<file path="config.mk">
export PLATFORM = sky130hd
export DESIGN_NAME = reg_rename_file
export DESIGN_NICKNAME = d
export VERILOG_FILES = /design/src/rtl/reg_rename_file.sv
export SDC_FILE = /design/constraint.sdc
export NUM_CORES = 2
export LEC_CHECK = 0
export CAP_MARGIN = 5
export CORE_AREA = 2 2 392 394
export DETAILED_ROUTE_END_ITERATION = 6
export DIE_AREA = 0 0 394 396
export GPL_ROUTABILITY_DRIVEN = 0
export PLACE_DENSITY_LB_ADDON = 0.12
export SLEW_MARGIN = 20
export SYNTH_ARGS = -nofsm -noshare
export SYNTH_HDL_FRONTEND = slang
export SYNTH_SLANG_ARGS = --single-unit
</file>
<file path="constraint.sdc">
create_clock -name clk -period 51.1 [get_ports clk]
set_input_delay 10.22 -clock clk [delete_from_list [all_inputs] [get_ports clk]]
set_output_delay 10.22 -clock clk [all_outputs]
set_load 0.05 [all_outputs]
</file>
<file path="src/rtl/reg_rename_file.sv">
// reg_rename_file: architectural register file with per-register ROB rename tags.
// Decode reads two sources (committed value or tag reference) and allocates a
// destination tag. The ROB commit port writes values back and releases references.
// Optional feature macro: REGFILE_COMMIT_BYPASS_EN. When it is defined, a read of a
// reference that is committing this cycle returns the committed data directly.
module reg_rename_file #(
   parameter int DATA_WIDTH = 32,
   parameter int ADDR_WIDTH = 6,
   parameter int REG_COUNT  = 34,
   parameter int TAG_WIDTH  = 4
) (
   input  logic                  clk,
   input  logic                  rst,
   input  logic                  read_en_1,
   input  logic [ADDR_WIDTH-1:0] read_addr_1,
   output logic                  read_is_ref_1,
   output logic [DATA_WIDTH-1:0] read_data_1,
   input  logic                  read_en_2,
   input  logic [ADDR_WIDTH-1:0] read_addr_2,
   output logic                  read_is_ref_2,
   output logic [DATA_WIDTH-1:0] read_data_2,
   input  logic                  alloc_en,
   input  logic [ADDR_WIDTH-1:0] alloc_addr,
   input  logic                  alloc_lo_en,
   input  logic [TAG_WIDTH-1:0]  alloc_tag,
   input  logic                  commit_en,
   input  logic [ADDR_WIDTH-1:0] commit_addr,
   input  logic [TAG_WIDTH-1:0]  commit_tag,
   input  logic [DATA_WIDTH-1:0] commit_data,
   input  logic                  commit_lo_en,
   input  logic [DATA_WIDTH-1:0] commit_lo_data,
   input  logic                  flush,
   output logic [ADDR_WIDTH-1:0] ref_count
);

   localparam int LO_IDX = 33;

   typedef struct packed {
      logic                  is_ref;
      logic [DATA_WIDTH-1:0] data;
   } rd_rsp_t;

   logic [DATA_WIDTH-1:0] r_value [REG_COUNT];
   logic [TAG_WIDTH-1:0]  r_tag   [REG_COUNT];
   logic [REG_COUNT-1:0]  r_ref_vld;
   logic [ADDR_WIDTH-1:0] r_cnt;

   logic [DATA_WIDTH-1:0] w_value_nxt [REG_COUNT];
   logic [TAG_WIDTH-1:0]  w_tag_nxt   [REG_COUNT];
   logic [REG_COUNT-1:0]  w_ref_nxt;
   logic [ADDR_WIDTH-1:0] w_inc;
   logic [ADDR_WIDTH-1:0] w_dec;
   logic [ADDR_WIDTH:0]   w_cnt_sum;
   logic [ADDR_WIDTH-1:0] w_cnt_nxt;
   rd_rsp_t               w_rd_1;
   rd_rsp_t               w_rd_2;

   // Source read: zero for disabled / r0 / unimplemented, else tag reference or value.
   function automatic rd_rsp_t read_port(input logic en, input logic [ADDR_WIDTH-1:0] addr);
      rd_rsp_t rsp;
      rsp = '0;
      if (en && addr != '0 && int'(addr) < REG_COUNT) begin
         if (r_ref_vld[addr]) begin
            rsp.is_ref = 1'b1;
            rsp.data   = DATA_WIDTH'(r_tag[addr]);
`ifdef REGFILE_COMMIT_BYPASS_EN
            // Reference retiring right now: hand the consumer the committed value.
            if (commit_lo_en && int'(addr) == LO_IDX && r_tag[addr] == commit_tag) begin
               rsp.is_ref = 1'b0;
               rsp.data   = commit_lo_data;
            end else if (commit_en && commit_addr == addr && r_tag[addr] == commit_tag) begin
               rsp.is_ref = 1'b0;
               rsp.data   = commit_data;
            end
`endif
         end else begin
            rsp.data = r_value[addr];
         end
      end
      return rsp;
   endfunction

   // Both read ports see pre-edge state, so a decode never sees its own rename.
   always_comb begin
      w_rd_1        = read_port(read_en_1, read_addr_1);
      w_rd_2        = read_port(read_en_2, read_addr_2);
      read_is_ref_1 = w_rd_1.is_ref;
      read_data_1   = w_rd_1.data;
      read_is_ref_2 = w_rd_2.is_ref;
      read_data_2   = w_rd_2.data;
   end

   // Next-state per register: commit writes value and releases matching tag,
   // alloc then overrides the reference, flush drops every reference.
   always_comb begin
      w_value_nxt = r_value;
      w_tag_nxt   = r_tag;
      w_ref_nxt   = r_ref_vld;
      w_inc       = '0;
      w_dec       = '0;
      for (int i = 1; i < REG_COUNT; i++) begin
         logic w_cmt_lo;
         logic w_cmt_gp;
         logic w_alloc_hit;
         w_cmt_lo    = commit_lo_en && (i == LO_IDX);
         w_cmt_gp    = commit_en && (commit_addr == ADDR_WIDTH'(i));
         w_alloc_hit = (alloc_en && alloc_addr == ADDR_WIDTH'(i)) ||
                       (alloc_lo_en && i == LO_IDX);
         if (w_cmt_lo) begin
            w_value_nxt[i] = commit_lo_data;
         end else if (w_cmt_gp) begin
            w_value_nxt[i] = commit_data;
         end
         if ((w_cmt_lo || w_cmt_gp) && r_ref_vld[i] && r_tag[i] == commit_tag) begin
            w_ref_nxt[i] = 1'b0;
         end
         if (w_alloc_hit) begin
            w_ref_nxt[i] = 1'b1;
            w_tag_nxt[i] = alloc_tag;
         end
         if (flush) begin
            w_ref_nxt[i] = 1'b0;
            w_tag_nxt[i] = r_tag[i];
         end
         if (w_ref_nxt[i] && !r_ref_vld[i]) w_inc = w_inc + ADDR_WIDTH'(1);
         if (!w_ref_nxt[i] && r_ref_vld[i]) w_dec = w_dec + ADDR_WIDTH'(1);
      end
   end

   // Reference counter: net change per edge, clamped at zero, cleared by flush.
   always_comb begin
      w_cnt_sum = {1'b0, r_cnt} + {1'b0, w_inc};
      if (flush) begin
         w_cnt_nxt = '0;
      end else if (w_cnt_sum < {1'b0, w_dec}) begin
         w_cnt_nxt = '0;
      end else begin
         w_cnt_nxt = ADDR_WIDTH'(w_cnt_sum - {1'b0, w_dec});
      end
   end

   // State registers; async reset clears everything immediately.
   always_ff @(posedge clk or posedge rst) begin
      if (rst) begin
         for (int i = 0; i < REG_COUNT; i++) begin
            r_value[i] <= '0;
            r_tag[i]   <= '0;
         end
         r_ref_vld <= '0;
         r_cnt     <= '0;
      end else begin
         for (int i = 1; i < REG_COUNT; i++) begin
            r_value[i] <= w_value_nxt[i];
            r_tag[i]   <= w_tag_nxt[i];
         end
         r_ref_vld <= {w_ref_nxt[REG_COUNT-1:1], 1'b0};
         r_cnt     <= w_cnt_nxt;
      end
   end

   assign ref_count = r_cnt;

endmodule
</file>
; ---- Word level (Yosys, flattened, before mapping)
; Cells that the tools add are included.
[classes]
eq_ne = 99
mul = 0
addsub = 66
shifts = 0
div_mod_pow = 0
n_mux = 191
bitwise = 3
magnitude_cmp = 7
reduce_logical = 306
[ops]
columns = cell, count
row1 = 6-bit two-way mux, 66
row2 = "6-bit by 1-bit adder with 6-bit output, second input constant", 64
row3 = 32-bit binary-select mux with 6-bit select, 2
row4 = 32-bit two-way mux, 8
row5 = 1-bit logical AND, 202
row6 = "6-bit by 5-bit equality test with 1-bit output, second input constant", 32
row7 = 4-bit equality test, 33
row8 = 1-bit two-way mux, 105
row9 = "6-bit by 4-bit equality test with 1-bit output, second input constant", 16
row10 = 1-bit logical NOT, 66
row11 = 33-bit two-way mux, 2
row12 = 2-bit AND reduction, 33
row13 = 4-bit binary-select mux with 6-bit select, 2
row14 = "6-bit by 3-bit equality test with 1-bit output, second input constant", 8
row15 = "6-bit by 2-bit equality test with 1-bit output, second input constant", 4
row16 = "6-bit equality test, second input constant", 4
row17 = 4-bit two-way mux, 4
row18 = "7-bit >= comparator, second input constant", 2
row19 = "6-bit by 7-bit less-than comparator with 1-bit output, second input constant", 2
row20 = 6-bit NOT with 7-bit output, 2
row21 = 1-bit binary-select mux with 6-bit select, 2
row22 = "6-bit by 1-bit equality test with 1-bit output, second input constant", 2
row23 = "6-bit less-than comparator, second input constant", 2
row24 = 6-bit nonzero test, 2
row25 = 6 further kinds, 7
[totals]
wordCells = 740
n_memories = 0
ff_bits = 1227
latchBits = 0
romBits = 0
ramBits = 0

; ---- Longest topological paths before layout
[logic_depth]
ltp_word = 77
depth_mapped = 109

; ---- Worst setup path after synthesis
; No wires, ideal clock.
[synth_timing]
path_kind = input to register
from = input port flush
to = register r_cnt[5], in the netlist ref_count[5]
stages = 109
arrival_time_ps = 31599
path_slack_ps = 19377
required_time_ps = 50975
cell_sequence = buf_1 -> clkbuf_1 -> buf_1 -> buf_1 -> clkbuf_1 -> clkbuf_1 -> clkbuf_1 -> a21oi_1 -> nor2b_1 -> inv_1 -> ha_1 -> clkbuf_1 -> and4_1 -> a2111oi_0 -> o211ai_1 -> or2_1 -> buf_4 -> ha_1 -> [... 73 more ...] -> mux2_2 -> ha_1 -> nand2_1 -> nand2_1 -> ha_1 -> mux2_2 -> ha_1 -> mux2_2 -> inv_1 -> ha_1 -> nor2b_1 -> o21ai_0 -> nand2b_1 -> a21o_1 -> a21o_1 -> nand2_1 -> a21o_1 -> nor3b_1
[synth_via]
elab_chain_cells = 71
elab_cells_between_ends = 267
[synth_rtl]
columns = item, line
row1 = start: declaration, 32  ; input logic flush,
row2 = 1-bit two-way mux (*), 121  ; if (flush) begin
row3 = net w_ref_nxt[1], 50  ; logic [REG_COUNT-1:0] w_ref_nxt;
row4 = 1-bit logical AND or 1-bit logical NOT (tied branches), "125, 126"
row5 = 1-bit two-way mux or 1-bit logical AND (tied branches), "125, 126"
row6 = 6-bit by 1-bit adder with 6-bit output or 1-bit two-way mux (tied branches), "125, 126"
row7 = 6-bit two-way mux or 6-bit by 1-bit adder with 6-bit output (tied branches), "125, 126"
row8 = 6-bit by 1-bit adder with 6-bit output or 6-bit two-way mux (tied branches), "125, 126"
row9 = 6-bit two-way mux or 6-bit by 1-bit adder with 6-bit output (tied branches), "125, 126"
row10 = [... 57 more ...], n/a
row11 = 6-bit two-way mux or 6-bit by 1-bit adder with 6-bit output (tied branches), "125, 126"
row12 = 6-bit by 1-bit adder with 6-bit output or 6-bit two-way mux (tied branches), "125, 126"
row13 = 6-bit two-way mux or 6-bit by 1-bit adder with 6-bit output (tied branches), "125, 126"
row14 = 6-bit by 6-bit adder with 7-bit output or 6-bit two-way mux (tied branches), "132, 126"
row15 = 6-bit subtractor or 7-bit by 6-bit less-than comparator with 1-bit output (tied branches), "138, 135"
row16 = 6-bit two-way mux (*), 135  ; end else if (w_cnt_sum < {1'b0, w_dec}) begin
row17 = 6-bit two-way mux (*), 133  ; if (flush) begin
row18 = net w_cnt_nxt[5], 54  ; logic [ADDR_WIDTH-1:0] w_cnt_nxt;
row19 = end signal: assignment, 157  ; r_cnt <= w_cnt_nxt;
row20 = end: declaration, 46  ; logic [ADDR_WIDTH-1:0] r_cnt;
; Mark *: on every way through the listed nets, which the timed path passes. The rest lies on a longest branch.
; A chain may end at the register's enable or synchronous reset.

; ---- Worst setup path in the final report
[layout_timing]
from = input port commit_addr[4]
to = register r_cnt[5], in the netlist ref_count[5]
[layout_via]
elab_chain_cells = 77
elab_cells_between_ends = 466
[layout_rtl]
columns = item, line
row1 = start: declaration, 27  ; input logic [ADDR_WIDTH-1:0] commit_addr,
row2 = 6-bit by 1-bit equality test with 1-bit output (*), 106  ; w_cmt_gp = commit_en && (commit_addr == ADDR_WIDTH'(i));
row3 = 1-bit logical AND (*), 106
row4 = 1-bit logical AND (*) (2 in series), 114  ; if ((w_cmt_lo || w_cmt_gp) && r_ref_vld[i] && r_tag[i] == commit_tag) begin
row5 = 1-bit two-way mux (*), 114
row6 = 1-bit two-way mux (*), 117  ; if (w_alloc_hit) begin
row7 = 1-bit two-way mux (*), 121
row8 = net w_ref_nxt[1], 50
row9 = 1-bit logical AND or 1-bit logical NOT (tied branches), "125, 126"
row10 = [... 62 more ...], n/a
row11 = 6-bit two-way mux or 6-bit by 1-bit adder with 6-bit output (tied branches), "125, 126"
row12 = 6-bit by 1-bit adder with 6-bit output or 6-bit two-way mux (tied branches), "125, 126"
row13 = 6-bit two-way mux or 6-bit by 1-bit adder with 6-bit output (tied branches), "125, 126"
row14 = 6-bit by 6-bit adder with 7-bit output or 6-bit two-way mux (tied branches), "132, 126"
row15 = 6-bit subtractor or 7-bit by 6-bit less-than comparator with 1-bit output (tied branches), "138, 135"
row16 = 6-bit two-way mux (*), 135
row17 = 6-bit two-way mux (*), 133
row18 = net w_cnt_nxt[5], 54
; Marks and branches as above.

==> results.json <==
{
  "syn_to_final_growth_pct": 11.03,
  "track_usage": 0.3152,
  "std_cell_rows": 143,
  "drt_iter0_drc": 5048,
  "grt_overflow": 0,
  "synthArstFlopShare": 1.000,
  "cts_sinks": 1227,
  "die_y_um": 396,
  "drive_gt1_frac": 0.3986,
  "synth_top_cell_by_area": "dfrtp_1",
  "path_max_fanout": 33,
  "core_area_um2": 151500,
  "arrival_ps": 34120,
  "grt_pass1_vias": 51670,
  "grt_max_degree": 155,
  "post-cts-setup-buffers": 0,
  "vias": 52170,
  "cp-start-kind": "primary input",
  "crit_path_end_kind": "flip-flop",
  "finalCriticalPeriod_ps": 33440,
  "ys_types": 108,
  "dpl_worst_slack_ps": 17090,
  "grt_pass1_wl_um": 362100,
  "dieArea_um2": 156000,
  "multi_input_area_um2": 42740,
  "ys_warn_count": 36,
  "yosys-top-cells-count": "1227 x dfrtp_1, 1219 x mux2_2, 600 x mux4_2, 394 x nand2_1, 379 x clkbuf_1",
  "rsz0062_at_grt": "false",
  "nets": 5875,
  "seqCellArea_um2": 30700,
  "critPathKind": "primary input to flip-flop",
  "final_hold_viol_count": 0,
  "yosysMostFrequentCell": "dfrtp_1",
  "htreeDepth": 4,
  "path_common_cell": "ha_1",
  "path_buf_inv": 6,
  "cts_buffers": 145,
  "num_io_pins": 177,
  "totalWireLength_um": 245900,
  "max_freq_ghz": 0.02990,
  "fin_crit_sh": 0.6544,
  "drc": 0,
  "portBuffers": 176,
  "synth_edf_count": 0,
  "fin_ws_ps": 17660,
  "peakVddDrop_v": 0.00003466,
  "slew_headroom": 0.2103,
  "status": "complete, no violations",
  "antenna_found_initial": 14,
  "die_x_um": 394,
  "synth.top_cell.area_share": 0.4076,
  "leakagePower_uw": 0.03723,
  "hold_class": "flip-flop to flip-flop",
  "synth_cells": 5769,
  "syn-cell-area_um2": 75330,
  "yosys-top-cells-area": "dfrtp_1 41%, mux2_2 18%, mux4_2 18%",
  "routed_via_density": 6.652,
  "worst_pin_slew_ps": 1185,
  "wire_per_inst_um": 31.36,
  "holdBufCountCts": 0,
  "cts_tree": "built",
  "tns_ps": 0,
  "ys_seq_area_frac": 0.4076,
  "timing_max_transition_violations_final": 0,
  "clock_latency_ps": 800,
  "cts_buffer_depth": 3,
  "synthFlopType": "dfrtp_1",
  "postRouteAntennaNets": 0,
  "syn_area_per_cell_um2": 13.06,
  "required_ps": 51780,
  "fillers": 12550,
  "dp_hpwl_um": 145000,
  "cellPowerDensity_nw_per_um2": 32.87,
  "path_clk_slew_ps": 50,
  "max_cap_viol_count": 0,
  "firstDrtPassIters": 6,
  "crit_family": "adder cells",
  "cpPeakStageDelay_ps": 610,
  "cts_resized": 0,
  "ys_ff_latch": 1227,
  "root_buffer": "clkbuf_16",
  "clock_skew_ps": 30.18,
  "start_util": 0.4970,
  "setup_viol": 0,
  "crit_slowest_cell": "clkdlybuf4s50_1"
}
## sequential cells by signal, summed over array words and instances, names as in the netlist
name / cells
r_tag: 132
r_ref_vld: 33
ref_count: 6
r_value: 1056
## cell families (layout without fill, tap and decap cells)
logic type | Yosys count | count (layout) | synth area share
AO/OA/AOI/OAI | 570 | 570 | 0.05555
XOR/XNOR | 304 | 304 | 0.04131
adder cells (fa/ha/maj) | 78 | 78 | 0.01316
buffers and inverters | 581 | 616 | 0.02935
flip-flops | 1227 | 1227 | 0.4076
multiplexers | 2056 | 2056 | 0.3934
other | 1 | 10 | 0.00004978
AND/OR/NAND/NOR | 952 | 952 | 0.05962
## tightest hold or removal path: stages, from the launching register on
cell and delay (ps):
dfrtp_1 360, nand2_1 50, nand2_1 60
## stage by stage
stage / hold WS [ps] / total power, µW / std cells / utilization / area, µm²
2_1_floorplan: 458.0 / 1564 / 5770 / - / 75330
4_1_cts: 499.9 / 2763 / 7835 / 0.5524 / 83720
6_report: 498.1 / 2749 / 7843 / 0.5519 / 83640
5_1_grt: 520.3 / 2860 / 7836 / 0.5518 / 83620
3_3_place_gp: 472.2 / 1688 / 7575 / 0.5206 / 78890
3_5_place_dp: 485.9 / 1704 / 7575 / 0.5205 / 78880
## area by class of cell
class                      count  share of cell area
inverter                      63            0.002917
sequential                  1227              0.3671
multi-input combinational   3962              0.5110
antenna                        8           0.0002394
tap                         2030             0.03037
clock buffer                 222             0.05231
clock inverter                38            0.005550
timing repair buffer         293             0.03052
## metal layers
layer / global-route usage / vias to the layer above / part of all wire
li1: - / 21750 / -
met1: 0.4332 / 27710 / 0.42
met2: 0.4960 / 2178 / 0.47
met3: 0.06424 / 528 / 0.078
met4: 0.1182 / 4 / 0.039
met5: 0 / - / 0.00026
## where the power goes
| group | total, µW | switching, µW | internal [µW] |
|---|---|---|---|
| clock | 1060 | 432 | 626 |
| sequential | 1180 | 90.5 | 1090 |
| combinational | 507 | 231 | 275 |
| total | 2750 | 754 | 2000 |
## layout by cell type (no fill, tap or decap), types with 15 or more instances in the layout
cell type / instances
a211oi_1: 19
a21o_1: 15
a21oi_1: 65
a22o_1: 108
a22oi_1: 24
and2_1: 21
buf_2: 36
buf_4: 114
clkbuf_1: 38
clkbuf_16: 151
clkbuf_8: 33
clkdlybuf4s50_1: 129
clkinv_2: 18
dfrtp_1: 1227
ha_1: 76
inv_1: 62
mux2_2: 1219
mux2i_1: 234
mux4_2: 600
nand2_1: 388
nand2b_1: 22
nand3_1: 50
nand4_1: 26
nor2_1: 205
nor2b_1: 38
nor3_1: 44
nor4_1: 22
o21ai_0: 90
o221ai_1: 43
o22a_1: 56
o22ai_1: 52
xnor2_1: 146
xor2_1: 119
## path summary, 6_finish.rpt
kind	from	endpoint	slack, ps	depth (start not counted)
min in group asynchronous	rst	r_value[442]	9970	2
max	commit_addr[4]	ref_count[5]	17660	105
max reg2reg	r_tag[126]	ref_count[5]	28550	102
min	r_value[704]	r_value[704]	500	2
min reg2reg	r_value[704]	r_value[704]	500	2
max in group asynchronous	rst	r_tag[31]	37110	6
(Power assumes the default switching activity.)
